===== src/rtl/apb_pkg.sv =====
// rtl/apb_pkg.sv - shared types and defaults for the APB completer bridge
//
// Contents:
//   APB_ADDR_WIDTH / APB_DATA_WIDTH : default bus widths
//   apb_state_e                     : bridge FSM states
//   apb_xfer_t                      : one latched transfer (we, addr, wdata)
package apb_pkg;

  localparam int APB_ADDR_WIDTH = 8;
  localparam int APB_DATA_WIDTH = 32;

  typedef enum logic [1:0] {
    ST_IDLE = 2'd0,
    ST_REQ  = 2'd1,
    ST_RESP = 2'd2,
    ST_ERR  = 2'd3
  } apb_state_e;

  typedef struct packed {
    logic                      we;
    logic [APB_ADDR_WIDTH-1:0] addr;
    logic [APB_DATA_WIDTH-1:0] wdata;
  } apb_xfer_t;

endpackage


===== src/rtl/apb_timeout_ctr.sv =====
// rtl/apb_timeout_ctr.sv - saturating wait-cycle counter with expiry flag
//
// Ports:
//   i_clk      clock, rising edge
//   i_rst_n    asynchronous active-low reset
//   i_clr      clear the count to zero (has priority over i_en)
//   i_en       count this cycle
//   o_expired  high in the enabled cycle whose increment brings the count to TIMEOUT
module apb_timeout_ctr #(
  parameter int TIMEOUT = 16
) (
  input  logic i_clk,
  input  logic i_rst_n,
  input  logic i_clr,
  input  logic i_en,
  output logic o_expired
);

  localparam int                 CW       = $clog2(TIMEOUT + 1);
  localparam logic [CW-1:0]      CNT_MAX  = CW'(TIMEOUT);
  localparam logic [CW-1:0]      CNT_LAST = CW'(TIMEOUT - 1);

  logic [CW-1:0] r_cnt;

  // Count sticks at TIMEOUT so a stuck enable can never wrap back to zero.
  always_ff @(posedge i_clk or negedge i_rst_n) begin
    if (!i_rst_n) begin
      r_cnt <= '0;
    end else if (i_clr) begin
      r_cnt <= '0;
    end else if (i_en && (r_cnt != CNT_MAX)) begin
      r_cnt <= r_cnt + CW'(1);
    end
  end

  // Flag the edge at which the count reaches TIMEOUT, so the owner can act on
  // that same edge: with TIMEOUT=N the enable is seen for exactly N cycles.
  assign o_expired = i_en && (r_cnt >= CNT_LAST);

endmodule


===== src/rtl/apb_completer_bridge.sv =====
// rtl/apb_completer_bridge.sv - APB completer to single-outstanding req/ack register bus
//
// Ports:
//   i_clk, i_rst_n                    clock (rising edge), asynchronous active-low reset
//   i_psel, i_penable, i_pwrite       APB control
//   i_paddr, i_pwdata                 APB address / write data
//   o_prdata, o_pready, o_pslverr     APB completion (all registered)
//   o_req, o_we, o_addr, o_wdata      downstream request, held until ack or timeout
//   i_rdata, i_ack, i_err             downstream response, valid with the one-cycle ack
module apb_completer_bridge
  import apb_pkg::*;
#(
  parameter int                    ADDR_WIDTH = APB_ADDR_WIDTH,
  parameter int                    DATA_WIDTH = APB_DATA_WIDTH,
  parameter logic [ADDR_WIDTH-1:0] ADDR_LIMIT = 8'hC0,
  parameter int                    TIMEOUT    = 16
) (
  input  logic                  i_clk,
  input  logic                  i_rst_n,
  input  logic                  i_psel,
  input  logic                  i_penable,
  input  logic                  i_pwrite,
  input  logic [ADDR_WIDTH-1:0] i_paddr,
  input  logic [DATA_WIDTH-1:0] i_pwdata,
  output logic [DATA_WIDTH-1:0] o_prdata,
  output logic                  o_pready,
  output logic                  o_pslverr,
  output logic                  o_req,
  output logic                  o_we,
  output logic [ADDR_WIDTH-1:0] o_addr,
  output logic [DATA_WIDTH-1:0] o_wdata,
  input  logic [DATA_WIDTH-1:0] i_rdata,
  input  logic                  i_ack,
  input  logic                  i_err
);

  apb_state_e            r_state;
  logic [DATA_WIDTH-1:0] r_prdata;
  logic                  r_pready;
  logic                  r_pslverr;
  logic                  r_req;
  logic                  r_we;
  logic [ADDR_WIDTH-1:0] r_addr;
  logic [DATA_WIDTH-1:0] r_wdata;
  // Set once the master has been seen to drop psel during REQ; the downstream
  // side still finishes, but nobody is waiting for the APB completion.
  logic                  r_drop;

  logic w_setup;
  logic w_in_range;
  logic w_tmo;
  logic w_ctr_en;
  logic w_ctr_clr;

  assign w_setup    = i_psel && !i_penable;
  assign w_in_range = (i_paddr < ADDR_LIMIT);
  assign w_ctr_en   = (r_state == ST_REQ);
  assign w_ctr_clr  = (r_state != ST_REQ);

  apb_timeout_ctr #(
    .TIMEOUT (TIMEOUT)
  ) u_tmo (
    .i_clk     (i_clk),
    .i_rst_n   (i_rst_n),
    .i_clr     (w_ctr_clr),
    .i_en      (w_ctr_en),
    .o_expired (w_tmo)
  );

  // IDLE -> REQ/ERR on the setup edge; REQ and ERR each end by loading the
  // one-cycle pready pulse and moving to RESP, which clears it on the way back
  // to IDLE. This gives the fixed one-wait-state minimum latency.
  always_ff @(posedge i_clk or negedge i_rst_n) begin
    if (!i_rst_n) begin
      r_state   <= ST_IDLE;
      r_prdata  <= '0;
      r_pready  <= 1'b0;
      r_pslverr <= 1'b0;
      r_req     <= 1'b0;
      r_we      <= 1'b0;
      r_addr    <= '0;
      r_wdata   <= '0;
      r_drop    <= 1'b0;
    end else begin
      case (r_state)
        ST_IDLE: begin
          r_pready  <= 1'b0;
          r_pslverr <= 1'b0;
          if (w_setup) begin
            r_we    <= i_pwrite;
            r_addr  <= i_paddr;
            r_wdata <= i_pwdata;
            r_drop  <= 1'b0;
            if (w_in_range) begin
              r_req   <= 1'b1;
              r_state <= ST_REQ;
            end else begin
              r_state <= ST_ERR;
            end
          end
        end

        ST_REQ: begin
          // ack is tested first so an ack on the expiry edge still wins.
          if (i_ack || w_tmo) begin
            r_req <= 1'b0;
            if (i_ack && !r_we) begin
              r_prdata <= i_rdata;
            end
            if (r_drop || !i_psel) begin
              r_state <= ST_IDLE;
            end else begin
              r_pready  <= 1'b1;
              r_pslverr <= i_ack ? i_err : 1'b1;
              r_state   <= ST_RESP;
            end
          end else if (!i_psel) begin
            r_drop <= 1'b1;
          end
        end

        ST_ERR: begin
          if (i_psel) begin
            r_pready  <= 1'b1;
            r_pslverr <= 1'b1;
            r_state   <= ST_RESP;
          end else begin
            r_state <= ST_IDLE;
          end
        end

        ST_RESP: begin
          r_pready  <= 1'b0;
          r_pslverr <= 1'b0;
          r_state   <= ST_IDLE;
        end

        default: begin
          r_pready  <= 1'b0;
          r_pslverr <= 1'b0;
          r_req     <= 1'b0;
          r_state   <= ST_IDLE;
        end
      endcase
    end
  end

  assign o_prdata  = r_prdata;
  assign o_pready  = r_pready;
  assign o_pslverr = r_pslverr;
  assign o_req     = r_req;
  assign o_we      = r_we;
  assign o_addr    = r_addr;
  assign o_wdata   = r_wdata;

endmodule


===== config.mk =====
export PLATFORM = sky130hd
export DESIGN_NAME = apb_completer_bridge
export DESIGN_NICKNAME = d
export VERILOG_FILES = /design/src/rtl/apb_pkg.sv /design/src/rtl/apb_timeout_ctr.sv /design/src/rtl/apb_completer_bridge.sv
export SDC_FILE = /design/constraint.sdc
export NUM_CORES = 1
export LEC_CHECK = 0
export BUFFER_PORTS_ARGS = -buffer_cell sky130_fd_sc_hd__buf_2
export CAP_MARGIN = 15
export CORE_AREA = 2 2 88 90
export DETAILED_ROUTE_END_ITERATION = 12
export DIE_AREA = 0 0 90 92
export HOLD_SLACK_MARGIN = 0.02
export PLACE_DENSITY = 0.82
export SYNTH_ARGS = -nofsm -noshare
export SYNTH_HDL_FRONTEND = slang
export SYNTH_SLANG_ARGS = --single-unit

===== constraint.sdc =====
create_clock -name i_clk -period 2.25 [get_ports i_clk]
set_input_delay 0.3375 -clock i_clk [delete_from_list [all_inputs] [get_ports i_clk]]
set_output_delay 0.3375 -clock i_clk [all_outputs]
set_load 0.005 [all_outputs]

# Word-level counts from Yosys, hierarchy flattened
# Index checks and enable logic that the tools add are counted.
[word_totals]
in_bits = 79
output_inout_bits = 76
elab_cells = 68
ff_bits = 84
[op_classes]
eq_ne = 12
magnitude_cmp = 2
add_sub_neg = 1
n_reduce_logical = 19
muxes = 24
[ops]
columns = ["op", "n"]
rows = [
  ["inequality test 2 bit (second input constant)", 7],
  ["two-way mux 1 bit", 12],
  ["two-way mux 2 bit", 5],
  ["two-way mux 5 bit", 2],
  ["< comparator 8 bit (second input constant)", 1],
  ["case mux 2 bit (4 select lines)", 1],
  ["AND reduction 4 bit", 2],
  ["case mux 1 bit (3 select lines)", 2],
  ["AND reduction 3 bit", 2],
  ["adder 5 x 1 -> 5 bit (second input constant)", 1],
  [">= comparator 5 x 4 -> 1 bit (second input constant)", 1],
  ["inequality test 5 bit (second input constant)", 1],
  ["== test 2 bit (second input constant)", 2],
  ["logical AND 1 bit", 4],
  ["case mux 1 bit (2 select lines)", 2],
  ["AND reduction 2 bit", 2],
  ["nonzero test 2 bit", 2],
  ["logical NOT 1 bit", 3],
  ["== test 2 x 1 -> 1 bit (second input constant)", 1],
  ["logical NOT 2 bit", 1],
  ["logical OR 1 bit", 2],
  ["inequality test 2 x 1 -> 1 bit (second input constant)", 1],
  ["OR reduction 2 bit", 1],
]

# Logic depth before layout (Yosys ltp)
# Gate-level depths: netlist of run 1.
[depth]
depth_word = 5
ltp_mapped = 6
ltp_nobuf = 6

# Hierarchy
# A second synthesis of run 1 with hierarchy kept.
[hier_totals]
hier_cells = 219
hier_area_um2 = 3387.0
[by_module_without_submodules]
columns = ["module", "n_inst", "seq_area_each_um2", "area_per_inst_um2", "cells_per_inst"]
rows = [
  ["apb_completer_bridge", 1, 1976.9, 3076.7, 186],
  ["apb_timeout_ctr", 1, 125.1, 310.3, 33],
]

# Least setup slack after synthesis of run 1
# No wires, ideal clock.
[synth_timing]
path_type = "flip-flop to flip-flop"
start = "register u_tmo.r_cnt[0]"
end = "register r_pready, in the netlist o_pready"
path_buffers = 0
setup_time_ns = 0.121
arrival_ns = 1.520
slack_ns = 0.609
stages_incl_launch_ff = 7
required_ns = 2.129
period_less_slack_ns = 1.641
path_cell_list = "dfrtp_1 ha_1 and3_1 ha_1 nor3_1 nand3_1 a22o_1"
[synth_between]
elab_chain_len = 5
[synth_rtl]
columns = ["item", "line", "rtl"]
rows = [
  ["from (decl)", "apb_timeout_ctr.sv:23", "logic [CW-1:0] r_cnt;"],
  ["from (signal assigned)", "apb_timeout_ctr.sv:32", "r_cnt <= r_cnt + CW'(1);"],
  [">= comparator 5 x 4 -> 1 bit", "apb_timeout_ctr.sv:38", "assign o_expired = i_en && (r_cnt >= CNT_LAST);"],
  ["logical AND 1 bit", "apb_timeout_ctr.sv:38", ""],
  ["logical OR 1 bit", "apb_completer_bridge.sv:105", "if (i_ack || w_tmo) begin"],
  ["inequality test 2 bit (no source line)", "--", ""],
  ["AND reduction 3 bit (no source line)", "--", ""],
  ["to (signal assigned)", "apb_completer_bridge.sv:113", "r_pready <= 1'b1;"],
  ["to (signal assigned)", "apb_completer_bridge.sv:124", "r_pready <= 1'b1;"],
  ["to (signal assigned)", "apb_completer_bridge.sv:133", "r_pready <= 1'b0;"],
  ["to (decl)", "apb_completer_bridge.sv:39", "logic r_pready;"],
]
# No other way between the ends.
# A chain may end at the register's enable or synchronous reset.

# Worst setup path after layout of run 1
# Same ends and word-level chain as after synthesis.

==> results.json, run 1 <==
{
  "status": "complete, no violations",
  "slew_violations": 0,
  "yosysSeqAreaShare_pct": 63.6,
  "synth_nets": 291,
  "worstSetupEndpointType": "register",
  "syn-cell-area_um2": 3310,
  "start_kind": "register",
  "worst_pin_slew_ns": 0.542,
  "yosysMostFrequentCell": "dfrtp_1",
  "yosysTopAreaCell": "dfrtp_1",
  "p_leak_nw": 2.17,
  "grt_pass1_vias": 2367,
  "async_reset_ff_share_pct": 100,
  "worst_slack_ns": 0.484,
  "drive_gt1_share_pct": 65.3,
  "synthDistinctLibCells": 30,
  "finalCriticalPeriod_ns": 1.77,
  "first_pass_iters": 4,
  "gp_congestion": 0.822,
  "slew_headroom_pct": 63.8,
  "cts_tree": "done",
  "drt_iter0_drc": 39,
  "cts.path.max_buffers": 2,
  "worst-path-max-fanout": 5,
  "hold_viol": 0,
  "setup_tns_ns": 0,
  "grt_max_degree": 44,
  "sw_frac_of_total_pct": 27.2,
  "track_usage_pct": 16.5,
  "final_cells": 477,
  "seq_area_um2": 2100,
  "ant_nets": 0,
  "ctsHoldBuffers": 1,
  "dp_slack_ns": 0.466,
  "diodes": 0,
  "yosysTopAreaCellShare_pct": 63.6,
  "synth_edf_count": 0,
  "clock_sinks": 84,
  "maxCapViolations": 0,
  "post-route-period-util_pct": 78.5,
  "overflow": 0,
  "dpl.hpwl_um": 4870,
  "rsz0062_at_grt": "no",
  "syn_inst": 209,
  "multiInputGateArea_um2": 1120,
  "fin_nets": 453,
  "vias": 2271,
  "r2r_cells": 6,
  "postLayoutCoreUtil_pct": 59.4,
  "pin_count": 155,
  "synthTopCellsByArea": "dfrtp_1 (64%), mux2_2 (23%), mux2_1 (1.4%)",
  "cts_setup_buffers": 0,
  "p_sw_w": 0.00132,
  "clock.fmax_mhz": 566,
  "wirelength_um": 6590,
  "skew_ns": 0.0122,
  "die_area_um2": 8280,
  "finalInstanceArea_um2": 4430,
  "io_buffers": 154,
  "finalSetupViolations": 0,
  "crit_type": "register to register",
  "syn_avg_cell_area_um2": 15.8,
  "cts_resized": 0,
  "ir_worst_vdd_v": 0.000454,
  "cts_htree_levels": 3,
  "area_growth_pct": 33.8,
  "worstSkewPairLatency_ns": 0.34,
  "netlist_top_cells_count": "dfrtp_1 (84), mux2_2 (69), inv_1 (5)",
  "initial_utilization_pct": 44.4,
  "die_h_um": 92,
  "placed_cell_area_um2": 4210,
  "ys.flop_type": "dfrtp_1",
  "yosys_warnings": 0,
  "n_fill_cell": 594,
  "p_seq_share_pct": 48.3,
  "worstHoldPathType": "input pin to register",
  "rows": 32,
  "hold_depth": 2,
  "synth_seq_cells": 84,
  "numCtsBuffers": 9,
  "avgRoutedWirePerCell_um": 13.8,
  "drc": 0,
  "p_comb_share_pct": 28.9,
  "core-area_um2": 7450,
  "antenna_found_initial": 0,
  "placed_cells": 461,
  "worstPathArrival_ns": 2.00,
  "clockPowerShare_pct": 22.8,
  "root_buffer": "clkbuf_8",
  "p_int_w": 0.00353,
  "grt_pass1_wl_um": 11000,
  "viasPerCell": 4.76,
  "die_width_um": 90,
  "crit_required_ns": 2.49,
  "power_density_nw_per_um2": 1100,
  "path_clk_slew_ns": 0.08
}
## area by class of cell
| cell class | count | area share [%] |
|---|---|---|
| Sequential cell | 84 | 47.5 |
| Multi-Input combinational cell | 112 | 25.2 |
| Timing Repair Buffer | 159 | 19.2 |
| Clock buffer | 12 | 3.73 |
| Tap cell | 102 | 2.88 |
| Clock inverter | 3 | 0.990 |
| Inverter | 5 | 0.424 |
## kinds of logic after synthesis
| logic type | Yosys count | share of synthesized area [%] |
|---|---|---|
| compound gates | 8 | 1.55 |
| flops | 84 | 63.6 |
| fa+ha+maj | 3 | 1.14 |
| simple gates | 24 | 5.15 |
| xor+xnor | 3 | 0.795 |
| mux | 74 | 25.2 |
| buf+inv | 13 | 2.65 |
## worst paths after layout
kind / slack [ns] / to / startpoint
worst max-delay path: 0.48 / o_pready$_DFFE_PN0P_ / u_tmo.r_cnt[0]$_DFFE_PN0P_
max in group asynchronous: 1.11 / o_wdata[3]$_DFFE_PN0P_ / i_rst_n
worst min-delay path: 0.22 / o_prdata[25]$_DFFE_PN0P_ / i_rdata[25]
worst max register to register: 0.48 / o_pready$_DFFE_PN0P_ / u_tmo.r_cnt[0]$_DFFE_PN0P_
worst min register to register: 0.49 / o_addr[3]$_DFFE_PN0P_ / o_addr[3]$_DFFE_PN0P_
min in group asynchronous: 0.51 / o_prdata[5]$_DFFE_PN0P_ / i_rst_n
## power by group through the flow
stage | logic (W) | registers (W) | clock network, W
2_1_floorplan | 0.000615 | 0.00242 | 0
3_3_place_gp | 0.00137 | 0.00235 | 0
3_5_place_dp | 0.00143 | 0.00238 | 0
4_1_cts | 0.00143 | 0.00235 | 0.00115
5_1_grt | 0.00153 | 0.00242 | 0.00122
6_report | 0.00140 | 0.00234 | 0.00111
## sequential cells by signal, summed over array words and instances (netlist names)
signal	count
o_prdata	32
o_we	1
u_tmo.r_cnt	5
o_pslverr	1
r_state	2
o_wdata	32
o_pready	1
r_drop	1
o_addr	8
o_req	1
## metal layers
layer,share of wire (%),vias up,track usage [%]
met5,0,-,0
met4,1.7,0,6.92
met2,50,102,27.8
met1,41,1100,20.6
li1,-,1058,-
met3,7.7,11,3.86
## placed cells by master (no fill, tap or decap), drive strengths merged, types with 2 or more instances in the layout
cell	instances
a21oi	3
and3	3
buf	158
clkbuf	12
dfrtp	84
ha	3
inv	6
mux2	73
nand2	2
nand2b	3
nand3	2
nand4	2
nor2	4
nor3	2
xnor2	2
## critical path: stages, from the launching register on
cell,delay (ns)
dfrtp_1,0.41
ha_1,0.23
and3_1,0.19
ha_1,0.17
nor3_1,0.23
nand3_1,0.22
a22o_1,0.22
## stage by stage
| step | power (W) | hold slack, ns |
|---|---|---|
| 2_1_floorplan | 0.00303 | 0.0419 |
| 3_3_place_gp | 0.00372 | 0.356 |
| 3_5_place_dp | 0.00381 | 0.365 |
| 4_1_cts | 0.00494 | 0.197 |
| 5_1_grt | 0.00518 | 0.199 |
| 6_report | 0.00485 | 0.216 |
Note: power is estimated with default switching activity, not from simulation.
==> inputs of run 2 (changes only) <==
- CORE_AREA: 2 2 88 90 -> 2 2 92 94
- DIE_AREA: 0 0 90 92 -> 0 0 94 96
- PLACE_DENSITY: 0.82 -> 0.79
- clock period: 2.25 -> 1.5 ns (I/O delays scaled with it)
==> run 2 against run 1 <==
  * Register-to-register slack lost 0.52 ns
  * Clock power grew 72%
  * Die area up 9.0%
  * The run now ends with negative setup slack left
  * Clock skew about the same
  * Worst hold slack worse by 0.11 ns
  * Critical endpoint is now o_wdata[3]$_DFFE_PN0P_
==> results.json, run 2 (synthesis results as in run 1) <==
{
  "post-route-period-util_pct": 102,
  "finalSetupViolations": 51,
  "antenna_found_initial": 0,
  "crit_required_ns": 1.72,
  "die_area_um2": 9020,
  "rows": 33,
  "p_sw_w": 0.00221,
  "status": "finished with violations",
  "cts_tree": "done",
  "first_pass_iters": 4,
  "setup.worst_path.start": "r_state[0]$_DFFE_PN0P_",
  "p_comb_share_pct": 34.4,
  "skew_ns": 0.0119,
  "start_kind": "register",
  "worstPathArrival_ns": 1.75,
  "cts.path.max_buffers": 2,
  "final_cells": 504,
  "worstSkewPairLatency_ns": 0.34,
  "rr_startpoint": "r_state[0]$_DFFE_PN0P_",
  "crit_type": "register to register",
  "worstSetupEndpointType": "register",
  "ir_worst_vdd_v": 0.000791,
  "slew_violations": 0,
  "final_common_cell": "buf_2",
  "avgRoutedWirePerCell_um": 16.8,
  "cts_htree_levels": 3,
  "core-area_um2": 8050,
  "drt_iter0_drc": 44,
  "numCtsBuffers": 9,
  "vias": 2396,
  "dpl.hpwl_um": 5160,
  "power_density_nw_per_um2": 1630,
  "power_w": 0.00837,
  "gp_congestion": 0.743,
  "worst_slack_ns": -0.0316,
  "finalCriticalPeriod_ns": 1.53,
  "grt_pass1_vias": 2307,
  "placed_cells": 473,
  "maxCapViolations": 0,
  "ant_nets": 0,
  "slew_headroom_pct": 71.3,
  "drive_gt1_share_pct": 70.7,
  "overflow": 0,
  "worst-path-max-fanout": 7,
  "root_buffer": "clkbuf_8",
  "wirelength_um": 8490,
  "diodes": 0,
  "p_int_w": 0.00615,
  "area_growth_pct": 55.1,
  "drc": 0,
  "initial_utilization_pct": 41.1,
  "path_clk_slew_ns": 0.09,
  "die_width_um": 94,
  "most-common-layout-cells": "buf_2 (153), dfrtp_1 (83), mux2_4 (73), buf_4 (14), clkbuf_8 (10)",
  "track_usage_pct": 15.7,
  "pin_count": 155,
  "clock_sinks": 84,
  "grt_max_degree": 85,
  "rsz0062_at_grt": "yes",
  "clockPowerShare_pct": 22.9,
  "worstHoldStart": "i_pwdata[27]",
  "die_h_um": 96,
  "postLayoutCoreUtil_pct": 63.7,
  "worstHoldPathType": "input pin to register",
  "fin_nets": 477,
  "sw_frac_of_total_pct": 26.5,
  "viasPerCell": 4.75,
  "violations": "negative setup slack",
  "worst_pin_slew_ns": 0.430,
  "clock.fmax_mhz": 653,
  "p_leak_nw": 2.59,
  "hold_viol": 0,
  "io_buffers": 154,
  "p_seq_share_pct": 42.8,
  "grt_pass1_wl_um": 10900
}
[run 2: final cells by class]
cell class	count	area, um^2
flip-flops and latches	84	2100
inverters	5	18.8
fillers	632	2920
repair buffers	183	1180
clock buffers	11	141
multi-input cells	112	1450
well taps	105	131
clock inverters	4	97.6
[run 2: worst max-delay path: stages, from the launching register on]
cell       delay, ns
dfrtp_2         0.43
nor4b_4         0.28
buf_6           0.23
clkbuf_16       0.19
mux2_4          0.29
[run 2: worst paths after layout]
path | endpoint | slack (ns) | cells after the start
max in group asynchronous | r_state[0]$_DFFE_PN0P_ | 0.68 | 3
min in group asynchronous | o_wdata[30]$_DFFE_PN0P_ | 0.45 | 3
worst min register to register | o_prdata[1]$_DFFE_PN0P_ | 0.51 | 1
worst max register to register | o_wdata[3]$_DFFE_PN0P_ | -0.03 | 4
worst min-delay path | o_wdata[27]$_DFFE_PN0P_ | 0.11 | 2
worst max-delay path | o_wdata[3]$_DFFE_PN0P_ | -0.03 | 4
[run 2: power groups by stage]
stage                     clock network [W]  logic, W  registers, W
after floorplan                           0   0.00105       0.00364
after global placement                    0   0.00224       0.00353
after detailed placement                  0   0.00233       0.00357
after CTS                           0.00196   0.00242       0.00354
after global routing                0.00207   0.00310       0.00367
final                               0.00191   0.00288       0.00358
[run 2: timing repair]
item / in CTS / in global routing
pin swaps: 9 / 9
gates cloned: 1 / 7
resized for setup: 16 / 52
endpoints found under the setup margin: 81 / 71
hold buffers: 1 / 0
buffers inserted: 3 / 4
endpoints found under the hold margin: 84 / 0
[run 2: metal layers]
layer | track usage [%] | vias to the layer above | wire, um
met5 | 0 | - | 0
met4 | 6.16 | 0 | 93
met3 | 5.09 | 10 | 608
met2 | 26.9 | 104 | 4230
met1 | 18.5 | 1180 | 3550
li1 | - | 1102 | -
[run 2: per-stage QoR]
stage | hold WS [ns] | worst slack, ns | instance area (um^2) | setup TNS [ns]
finish | 0.106 | -0.0316 | 5130 | -0.854
global route | 0.0786 | -0.108 | 5130 | -4.24
CTS | 0.0803 | -0.0762 | 4760 | -1.12
detailed placement | 0.295 | -0.136 | 4390 | -3.25
global placement | 0.288 | -0.0762 | 4390 | -1.74
floorplan | -0.0706 | -0.108 | 3420 | -5.93
